## src/rtl/fp32_pkg.sv

```systemverilog
// Shared binary32 definitions for the pipelined multiplier: field widths, rounding
// modes, operand classes, and classification / leading-zero helper functions.
package fp32_pkg;

  localparam int EXP_W = 8;
  localparam int MAN_W = 23;
  localparam int BIAS  = 127;
  localparam logic [31:0] QNAN = 32'h7FFF_FFFF;

  typedef enum logic [1:0] {
    RM_RNE = 2'b00,
    RM_RTZ = 2'b01,
    RM_RUP = 2'b10,
    RM_RDN = 2'b11
  } rm_e;

  typedef enum logic [2:0] {
    CLS_ZERO = 3'd0,
    CLS_SUB  = 3'd1,
    CLS_NORM = 3'd2,
    CLS_INF  = 3'd3,
    CLS_NAN  = 3'd4
  } op_class_e;

  typedef enum logic [1:0] {
    KIND_FINITE = 2'd0,
    KIND_NAN    = 2'd1,
    KIND_INF    = 2'd2,
    KIND_ZERO   = 2'd3
  } res_kind_e;

  function automatic op_class_e classify(input logic [EXP_W-1:0] e, input logic [MAN_W-1:0] m);
    op_class_e c;
    if (e == {EXP_W{1'b1}}) begin
      c = (m == {MAN_W{1'b0}}) ? CLS_INF : CLS_NAN;
    end else if (e == {EXP_W{1'b0}}) begin
`ifdef FPMUL_FTZ_EN
      c = CLS_ZERO;
`else
      c = (m == {MAN_W{1'b0}}) ? CLS_ZERO : CLS_SUB;
`endif
    end else begin
      c = CLS_NORM;
    end
    return c;
  endfunction

  // Position of the highest set bit counted from bit 47; callers guarantee v != 0.
  function automatic logic [5:0] lzc48(input logic [47:0] v);
    logic [5:0] n;
    n = 6'd47;
    for (int i = 0; i < 48; i++) begin
      n = v[i] ? 6'(47 - i) : n;
    end
    return n;
  endfunction

endpackage

```

## src/rtl/fp32_round_norm.sv

```systemverilog
// Second-stage datapath: normalise the raw significand product, denormalise tiny
// results with sticky collection, round, and produce the final word plus flags.
module fp32_round_norm
  import fp32_pkg::*;
(
  input  res_kind_e         i_kind,
  input  logic              i_sign,
  input  logic [47:0]       i_prod,
  input  logic signed [9:0] i_exp,
  input  rm_e               i_rm,
  output logic              o_sign,
  output logic [EXP_W-1:0]  o_exp,
  output logic [MAN_W-1:0]  o_man,
  output logic              o_invalid,
  output logic              o_overflow,
  output logic              o_underflow,
  output logic              o_inexact,
  output logic              o_zero
);

  logic [5:0]        w_lz;
  logic [5:0]        w_sh;
  logic [47:0]       w_norm;
  logic [47:0]       w_mask;
  logic [47:0]       w_shifted;
  logic signed [9:0] w_exp_n;
  logic signed [9:0] w_sh_full;
  logic signed [9:0] w_exp_b;
  logic signed [9:0] w_exp_r;
  logic              w_tiny;
  logic              w_lost;
  logic              w_guard;
  logic              w_sticky;
  logic              w_inc;
  logic              w_carry;
  logic              w_hidden;
  logic              w_ovf;
  logic              w_ovf_inf;
  logic [23:0]       w_sig;
  logic [24:0]       w_sig_r;
  logic [MAN_W-1:0]  w_man_r;

  // w_norm has its leading one at bit 47; w_exp_n is the matching biased exponent.
  assign w_lz      = lzc48(i_prod);
  assign w_norm    = i_prod << w_lz;
  assign w_exp_n   = i_exp + 10'sd1 - $signed({4'b0000, w_lz});
  assign w_tiny    = (w_exp_n < 10'sd1);
  assign w_sh_full = 10'sd1 - w_exp_n;

  // Denormalising shift distance, saturated once every bit is already sticky.
  always_comb begin
    w_sh = 6'd0;
    if (!w_tiny) begin
      w_sh = 6'd0;
    end else if (w_sh_full > 10'sd48) begin
      w_sh = 6'd48;
    end else begin
      w_sh = w_sh_full[5:0];
    end
  end

  // Bits pushed below the significand by the denormalising shift.
  always_comb begin
    w_mask = 48'd0;
    if (w_sh == 6'd48) begin
      w_mask = {48{1'b1}};
    end else begin
      w_mask = (48'd1 << w_sh) - 48'd1;
    end
  end

  assign w_shifted = w_norm >> w_sh;
  assign w_lost    = |(w_norm & w_mask);
  assign w_exp_b   = w_tiny ? 10'sd1 : w_exp_n;
  assign w_sig     = w_shifted[47:24];
  assign w_guard   = w_shifted[23];
  assign w_sticky  = (|w_shifted[22:0]) | w_lost;

  // Round-increment decision for the selected mode.
  always_comb begin
    w_inc = 1'b0;
    case (i_rm)
      RM_RNE:  w_inc = w_guard & (w_sticky | w_sig[0]);
      RM_RTZ:  w_inc = 1'b0;
      RM_RUP:  w_inc = ~i_sign & (w_guard | w_sticky);
      RM_RDN:  w_inc = i_sign & (w_guard | w_sticky);
      default: w_inc = 1'b0;
    endcase
  end

  // A carry out of 24 bits renormalises; a subnormal reaching bit 23 becomes min-normal.
  assign w_sig_r   = {1'b0, w_sig} + {24'd0, w_inc};
  assign w_carry   = w_sig_r[24];
  assign w_exp_r   = w_exp_b + $signed({9'd0, w_carry});
  assign w_man_r   = w_carry ? w_sig_r[23:1] : w_sig_r[22:0];
  assign w_hidden  = w_carry | w_sig_r[23];
  assign w_ovf     = (w_exp_r >= 10'sd255);
  assign w_ovf_inf = (i_rm == RM_RNE) | ((i_rm == RM_RUP) & ~i_sign) | ((i_rm == RM_RDN) & i_sign);

  // Final word and flag selection, specials first.
  always_comb begin
    o_sign      = i_sign;
    o_exp       = {EXP_W{1'b0}};
    o_man       = {MAN_W{1'b0}};
    o_invalid   = 1'b0;
    o_overflow  = 1'b0;
    o_underflow = 1'b0;
    o_inexact   = 1'b0;
    o_zero      = 1'b0;
    case (i_kind)
      KIND_NAN: begin
        {o_sign, o_exp, o_man} = QNAN;
        o_invalid = 1'b1;
      end
      KIND_INF: begin
        o_exp      = {EXP_W{1'b1}};
        o_overflow = 1'b1;
      end
      KIND_ZERO: begin
        o_zero = 1'b1;
      end
      KIND_FINITE: begin
        if (w_ovf) begin
          o_overflow = 1'b1;
          o_inexact  = 1'b1;
          if (w_ovf_inf) begin
            o_exp = {EXP_W{1'b1}};
          end else begin
            o_exp = 8'hFE;
            o_man = {MAN_W{1'b1}};
          end
        end else begin
          o_inexact = w_guard | w_sticky;
          o_man     = w_man_r;
          o_exp     = w_hidden ? w_exp_r[7:0] : 8'd0;
          if (w_hidden) begin
            o_zero = 1'b0;
          end else if (w_man_r == {MAN_W{1'b0}}) begin
            o_zero = 1'b1;
          end else begin
`ifdef FPMUL_FTZ_EN
            o_man       = {MAN_W{1'b0}};
            o_zero      = 1'b1;
            o_underflow = 1'b1;
            o_inexact   = 1'b1;
`else
            o_underflow = 1'b1;
`endif
          end
        end
      end
      default: begin
        o_sign = 1'b0;
      end
    endcase
  end

endmodule

```

## src/rtl/fp32_mul_pipe.sv

```systemverilog
// Two-stage pipelined binary32 multiplier. Defining FPMUL_FTZ_EN treats subnormal
// inputs as zero and flushes subnormal results; the default build keeps gradual underflow.
module fp32_mul_pipe
  import fp32_pkg::*;
(
  input  logic             CLK,
  input  logic             RST,
  input  logic             Sx,
  input  logic [EXP_W-1:0] Ex,
  input  logic [MAN_W-1:0] Mx,
  input  logic             Sy,
  input  logic [EXP_W-1:0] Ey,
  input  logic [MAN_W-1:0] My,
  input  logic [1:0]       R_mode,
  output logic             Sz,
  output logic [EXP_W-1:0] Ez,
  output logic [MAN_W-1:0] Mz,
  output logic             invalid_flagex,
  output logic             overflow_flagex,
  output logic             underflow_flagex,
  output logic             inexact_flagex,
  output logic             zero_flagex
);

  op_class_e         w_cls_x;
  op_class_e         w_cls_y;
  res_kind_e         w_kind;
  logic [23:0]       w_sig_x;
  logic [23:0]       w_sig_y;
  logic [EXP_W-1:0]  w_eff_x;
  logic [EXP_W-1:0]  w_eff_y;
  logic signed [9:0] w_exp_sum;

  logic              r_live;
  res_kind_e         r_kind;
  logic              r_sign;
  logic [47:0]       r_prod;
  logic signed [9:0] r_exp;
  rm_e               r_rm;

  logic              w_sz;
  logic [EXP_W-1:0]  w_ez;
  logic [MAN_W-1:0]  w_mz;
  logic              w_inv;
  logic              w_ovf;
  logic              w_unf;
  logic              w_inx;
  logic              w_zer;

  logic              r_sz;
  logic [EXP_W-1:0]  r_ez;
  logic [MAN_W-1:0]  r_mz;
  logic              r_inv;
  logic              r_ovf;
  logic              r_unf;
  logic              r_inx;
  logic              r_zer;

  // Subnormals carry hidden bit 0 and an effective exponent of 1.
  assign w_cls_x   = classify(Ex, Mx);
  assign w_cls_y   = classify(Ey, My);
  assign w_sig_x   = {(w_cls_x == CLS_NORM), Mx};
  assign w_sig_y   = {(w_cls_y == CLS_NORM), My};
  assign w_eff_x   = (Ex == {EXP_W{1'b0}}) ? 8'd1 : Ex;
  assign w_eff_y   = (Ey == {EXP_W{1'b0}}) ? 8'd1 : Ey;
  assign w_exp_sum = $signed({2'b00, w_eff_x}) + $signed({2'b00, w_eff_y}) - 10'(BIAS);

  // Special-operand resolution in priority order: NaN/0*inf, inf, zero.
  always_comb begin
    w_kind = KIND_FINITE;
    if ((w_cls_x == CLS_NAN) || (w_cls_y == CLS_NAN) ||
        ((w_cls_x == CLS_ZERO) && (w_cls_y == CLS_INF)) ||
        ((w_cls_x == CLS_INF) && (w_cls_y == CLS_ZERO))) begin
      w_kind = KIND_NAN;
    end else if ((w_cls_x == CLS_INF) || (w_cls_y == CLS_INF)) begin
      w_kind = KIND_INF;
    end else if ((w_cls_x == CLS_ZERO) || (w_cls_y == CLS_ZERO)) begin
      w_kind = KIND_ZERO;
    end else begin
      w_kind = KIND_FINITE;
    end
  end

  // Stage 1 registers; r_live keeps outputs at zero until real data reaches stage 2.
  always_ff @(posedge CLK or negedge RST) begin
    if (!RST) begin
      r_live <= 1'b0;
      r_kind <= KIND_FINITE;
      r_sign <= 1'b0;
      r_prod <= 48'd0;
      r_exp  <= 10'sd0;
      r_rm   <= RM_RNE;
    end else begin
      r_live <= 1'b1;
      r_kind <= w_kind;
      r_sign <= Sx ^ Sy;
      r_prod <= 48'(w_sig_x) * 48'(w_sig_y);
      r_exp  <= w_exp_sum;
      r_rm   <= rm_e'(R_mode);
    end
  end

  fp32_round_norm u_round_norm (
    .i_kind      (r_kind),
    .i_sign      (r_sign),
    .i_prod      (r_prod),
    .i_exp       (r_exp),
    .i_rm        (r_rm),
    .o_sign      (w_sz),
    .o_exp       (w_ez),
    .o_man       (w_mz),
    .o_invalid   (w_inv),
    .o_overflow  (w_ovf),
    .o_underflow (w_unf),
    .o_inexact   (w_inx),
    .o_zero      (w_zer)
  );

  // Stage 2 result and flag registers.
  always_ff @(posedge CLK or negedge RST) begin
    if (!RST) begin
      r_sz  <= 1'b0;
      r_ez  <= {EXP_W{1'b0}};
      r_mz  <= {MAN_W{1'b0}};
      r_inv <= 1'b0;
      r_ovf <= 1'b0;
      r_unf <= 1'b0;
      r_inx <= 1'b0;
      r_zer <= 1'b0;
    end else if (r_live) begin
      r_sz  <= w_sz;
      r_ez  <= w_ez;
      r_mz  <= w_mz;
      r_inv <= w_inv;
      r_ovf <= w_ovf;
      r_unf <= w_unf;
      r_inx <= w_inx;
      r_zer <= w_zer;
    end else begin
      r_sz  <= 1'b0;
      r_ez  <= {EXP_W{1'b0}};
      r_mz  <= {MAN_W{1'b0}};
      r_inv <= 1'b0;
      r_ovf <= 1'b0;
      r_unf <= 1'b0;
      r_inx <= 1'b0;
      r_zer <= 1'b0;
    end
  end

  assign Sz               = r_sz;
  assign Ez               = r_ez;
  assign Mz               = r_mz;
  assign invalid_flagex   = r_inv;
  assign overflow_flagex  = r_ovf;
  assign underflow_flagex = r_unf;
  assign inexact_flagex   = r_inx;
  assign zero_flagex      = r_zer;

endmodule

```

## config.mk

```make
export PLATFORM = sky130hd
export DESIGN_NAME = fp32_mul_pipe
export DESIGN_NICKNAME = d
export VERILOG_FILES = /design/src/rtl/fp32_pkg.sv /design/src/rtl/fp32_round_norm.sv /design/src/rtl/fp32_mul_pipe.sv
export SDC_FILE = /design/constraint.sdc
export NUM_CORES = 2
export LEC_CHECK = 0
export ABC_CLOCK_PERIOD_IN_PS = 14660
export BUFFER_PORTS_ARGS = -buffer_cell sky130_fd_sc_hd__buf_2
export CAP_MARGIN = 20
export CELL_PAD_IN_SITES_DETAIL_PLACEMENT = 1
export CELL_PAD_IN_SITES_GLOBAL_PLACEMENT = 1
export CORE_ASPECT_RATIO = 1.75
export CORE_UTILIZATION = 50
export DETAILED_ROUTE_END_ITERATION = 8
export PLACE_DENSITY = 0.92
export SYNTH_ARGS = -nofsm -noshare
export SYNTH_HDL_FRONTEND = slang
export SYNTH_HIERARCHICAL = 1
export SYNTH_SLANG_ARGS = --single-unit
```

## constraint.sdc

```tcl
create_clock -name CLK -period 14.66 [get_ports CLK]
set_input_delay 0.733 -clock CLK [delete_from_list [all_inputs] [get_ports CLK]]
set_output_delay 0.733 -clock CLK [all_outputs]
set_load 0.01 [all_outputs]
```

==> results_dict.tcl, run 1 <==
set metrics [dict create \
    outcome "aborted with a tool error" \
    stop_stage "global routing" \
    firstError "[ERROR GRT-0116] Global routing finished with congestion. Check the congestion regions in the DRC Viewer." \
    yosysUniqueCellTypes 134 \
    ys_async_sr_fraction_pct 100 \
    synth_xor_area_share_pct 2.24 \
    fp.dieW_um 198 \
    io_pins 105 \
    grt_max_degree 66 \
    ys.flop_type "dfrtp_1" \
    grt_pass1_vias 42400 \
    synth_fa_ha_area_share_pct 36.9 \
    seq_area_frac_synth_pct 7.53 \
    syn_inst 4184 \
    synthTopCellsByArea "fa_1, ha_1, dfrtp_1" \
    cts_root_buf "clkbuf_16" \
    synth-compound-area-share_pct 19.1 \
    clock_path_buffers 2 \
    post_cts_buffers 0 \
    synth-simple-area-share_pct 22.2 \
    dieHeight_um 345 \
    ys_ff_latch 101 \
    grt_pass1_wl_mm 276 \
    h-tree-depth 3 \
    synth.area.mux_share_pct 2.37 \
    ctsResizeCount 0 \
    syn-cell-area_um2 33600 \
    syn_nets 4952 \
    synth_edf_count 0 \
    start_util_pct 50.6 \
    cts_hold_buffers 0 \
    placementRows 125 \
    gp_congestion 1.07 \
    cts_buffers 9 \
    post_synth.cell_area_avg_um2 8.02 \
    synth_top_family_by_area "adder cells" \
    overflow 9 \
    synth_top_area_cell "fa_1" \
    grt.total_usage_pct 56.0 \
    cts_sinks 101 \
    dp_hpwl_mm 130 \
    synth_top_area_share_pct 28.9 \
    io_buffers 104 \
    ys_warn_count 6 \
]
## cell usage after synthesis, drive strengths merged (8+ instances only)
| library cell | number |
|---|---|
| xor2 | 32 |
| o21bai | 38 |
| dfrtp | 101 |
| or4 | 16 |
| a22oi | 33 |
| a21oi | 203 |
| nor4 | 46 |
| o22ai | 38 |
| o32ai | 9 |
| mux2 | 10 |
| clkbuf | 187 |
| fa | 484 |
| and3 | 47 |
| buf | 67 |
| a221oi | 24 |
| o2111ai | 10 |
| o21a | 20 |
| o31ai | 14 |
| a31oi | 49 |
| mux2i | 60 |
| o221ai | 9 |
| a311oi | 8 |
| o311ai | 9 |
| or2 | 20 |
| xnor2 | 53 |
| a21o | 49 |
| o21ai | 171 |
| and2 | 281 |
| ha | 216 |
| nor2b | 17 |
| a21boi | 12 |
| a32oi | 27 |
| o211ai | 35 |
| nor2 | 233 |
| nor3 | 66 |
| a2111oi | 16 |
| nand2b | 11 |
| nand3 | 104 |
| or3 | 23 |
| nand2 | 602 |
| inv | 568 |
| nand4 | 35 |
| a211oi | 51 |
## cells by family after synthesis
kind of cell | after synthesis
flip-flops | 101
AND/OR/NAND/NOR | 1518
other | 1
adder cells (fa/ha/maj) | 700
buffers and inverters | 822
AO/OA/AOI/OAI | 886
XOR/XNOR | 85
multiplexers | 71
## through the flow
stage	cell area, um2	util, %	setup WS (ns)	std cells
floorplan	33600	-	2.57	4184
global placement	34800	52.5	1.61	5010
detailed placement	34800	52.5	1.43	5012
CTS	35200	53.0	1.27	5028
## layer usage
metal | GRT overflow | GRT usage, %
met2 | 5 | 85.3
met1 | 0 | 51.1
met5 | 0 | 1.71
met3 | 0 | 26.7
met4 | 4 | 65.1
==> inputs of run 2 (changes only) <==
- CELL_PAD_IN_SITES_DETAIL_PLACEMENT: 1 -> default
- CELL_PAD_IN_SITES_GLOBAL_PLACEMENT: 1 -> default
- CORE_ASPECT_RATIO: 1.75 -> default
- CORE_UTILIZATION: 50 -> 35
- PLACE_DENSITY: 0.92 -> default
- PLACE_DENSITY_LB_ADDON: default -> 0.15
==> run 2 against run 1 <==
  * Area after synthesis is the same
  * The flow now finishes without violations
  * Synthesized cell count is the same
==> results_dict.tcl, run 2 <==
set metrics [dict create \
    nNetsFinal 4880 \
    syn_nets 4952 \
    cap_violations 0 \
    wire_per_inst_um 23.5 \
    final_common_cell "nand2_1" \
    yosys.cell_count.top_type "nand2_1" \
    gp_congestion 1.03 \
    grt_antenna_before_repair 3 \
    totalWireLength_mm 127 \
    core_area_um2 95000 \
    fp.dieW_um 312 \
    overflow 0 \
    max_slew_margin_pct 16.8 \
    start_util_pct 35.3 \
    grt_max_degree 66 \
    placementRows 113 \
    finalSetupTns_ns 0 \
    grt_pass1_wl_mm 196 \
    io_pins 105 \
    r2r-start "r_prod[41]" \
    seq_area_frac_synth_pct 7.53 \
    h-tree-depth 3 \
    cts_buffers 9 \
    cts_hold_buffers 0 \
    synth_edf_count 0 \
    drc_errors 0 \
    post_cts_buffers 0 \
    clock_latency_ns 0.39 \
    grt_pass1_vias 31400 \
    skew_ns 0.00714 \
    ys_ff_latch 101 \
    critPathMostFrequentCell "ha_1" \
    cpLargestDelayFamily "simple AND/OR/NAND/NOR gates" \
    finalMaxSlewViolations 0 \
    synth_top_area_cell "fa_1" \
    clkTransAtPathRegs_ns 0.08 \
    dieHeight_um 312 \
    syn_inst 4184 \
    critical-path-max-stage-delay_ns 0.78 \
    ys.flop_type "dfrtp_1" \
    critPathSlowestCell "or4_4" \
    firstDrtPassIters 6 \
    ys_warn_count 6 \
    io_buffers 104 \
    critical_path.max_fanout 25 \
    cts_tree "done" \
    dp_hpwl_mm 98.6 \
    r2r_end "Ez[3]" \
    drive_gt1_share_pct 8.43 \
    synthToLayoutAreaGrowth_pct 5.61 \
    report.final.hold_viol_count 0 \
    worst-path-buf-inv 6 \
    fin_crit_sh_pct 92.1 \
    cts_sinks 101 \
    die-area_um2 97100 \
    drtAntennaViolNets 0 \
    reg2reg_slack_ns 1.15 \
    dp_slack_ns 0.755 \
    synthTopCellsByCount "nand2_1, inv_1, fa_1, and2_1, nor2_1" \
    criticalPathCategory "register to register" \
    rsz0062_at_grt "false" \
    worst-endpoint-arrival_ns 13.80 \
    yosysUniqueCellTypes 134 \
    min_period_ns 13.51 \
    final.setup.worst_slack_ns 1.15 \
    top_register "r_prod" \
    synthTopCellsByArea "fa_1, ha_1, dfrtp_1" \
    cp-end-kind "register" \
    r2r_cells 53 \
    synth_top_area_share_pct 28.9 \
    worst_slew_pin_slew_ns 1.24 \
    drtIter0Drc 2811 \
    syn-cell-area_um2 33600 \
    clock_path_buffers 2 \
    mostFrequentLayoutCells "nand2_1, inv_1, fa_1" \
    outcome "finished clean" \
    largest_register_ffs 48 \
    cts_root_buf "clkbuf_16" \
    post_synth.cell_area_avg_um2 8.02 \
    fmax_ghz 0.0740 \
    crit_path_start_kind "register" \
    ctsResizeCount 0 \
    avgViaCountPerCell 5.71 \
    vias 30700 \
    ys_async_sr_fraction_pct 100 \
    required_ns 14.95 \
    n_fill_cell 10100 \
    hold_path.class "input port to asynchronous set/reset pin" \
    grt.total_usage_pct 26.1 \
    setup_violations 0 \
]
==> run 2: area by class of cell <==
type / count / area [um2] / share of cell area, %
antenna: 1 / 2.50 / 0.00706
clock buffer: 9 / 225 / 0.635
clock inverter: 7 / 71.3 / 0.201
inverter: 568 / 2130 / 6.02
multi-input combinational: 3261 / 27900 / 78.6
sequential: 101 / 2530 / 7.13
tap: 1265 / 1580 / 4.46
timing repair buffer: 171 / 1030 / 2.89
==> run 2: metrics by stage <==
stage / hold WS, ns / std cells / cell area [um2] / util, %
after detailed placement: 0.641 / 5366 / 35100 / 37.0
final: 0.383 / 5383 / 35500 / 37.3
after global routing: 0.433 / 5382 / 35400 / 37.3
after floorplan: 0.437 / 4184 / 33600 / -
after global placement: 0.641 / 5366 / 35100 / 37.0
after CTS: 0.402 / 5382 / 35400 / 37.3
==> run 2: worst max path at each step <==
| stage | from | cells after the start | slack (ns) | to |
|---|---|---|---|---|
| after floorplan | r_prod[16] | 57 | 2.57 | Mz[10] |
| after global placement | r_prod[41] | 56 | 0.94 | Ez[6] |
| after detailed placement | r_prod[41] | 54 | 0.76 | Ez[3] |
| after CTS | r_prod[41] | 54 | 0.72 | Ez[3] |
| after global routing | r_prod[41] | 55 | 0.05 | Ez[0] |
| final | r_prod[41] | 53 | 1.15 | Ez[3] |
==> run 2: cell families after synthesis <==
group	Yosys count	share of synthesized area (%)
xor gates and xnor gates	85	2.24
adders and majority gates	700	36.9
DFF	101	7.53
and+or+nand+nor	1518	22.2
muxes	71	2.37
AOI/OAI and AO/OA	886	19.1
buffers and inverters	822	9.57
other	1	0.0112
==> run 2: routing by layer <==
layer | vias up | track usage, % | share of wire (%)
met5 | - | 0 | 0.024
met3 | 256 | 2.95 | 6.3
met2 | 1205 | 42.3 | 46
met1 | 15400 | 35.6 | 44
met4 | 4 | 9.65 | 3.9
li1 | 13800 | - | -
Power of run 2 is not shown: default switching activity piles up to over one toggle a cycle in this logic, so the estimate is an artifact.
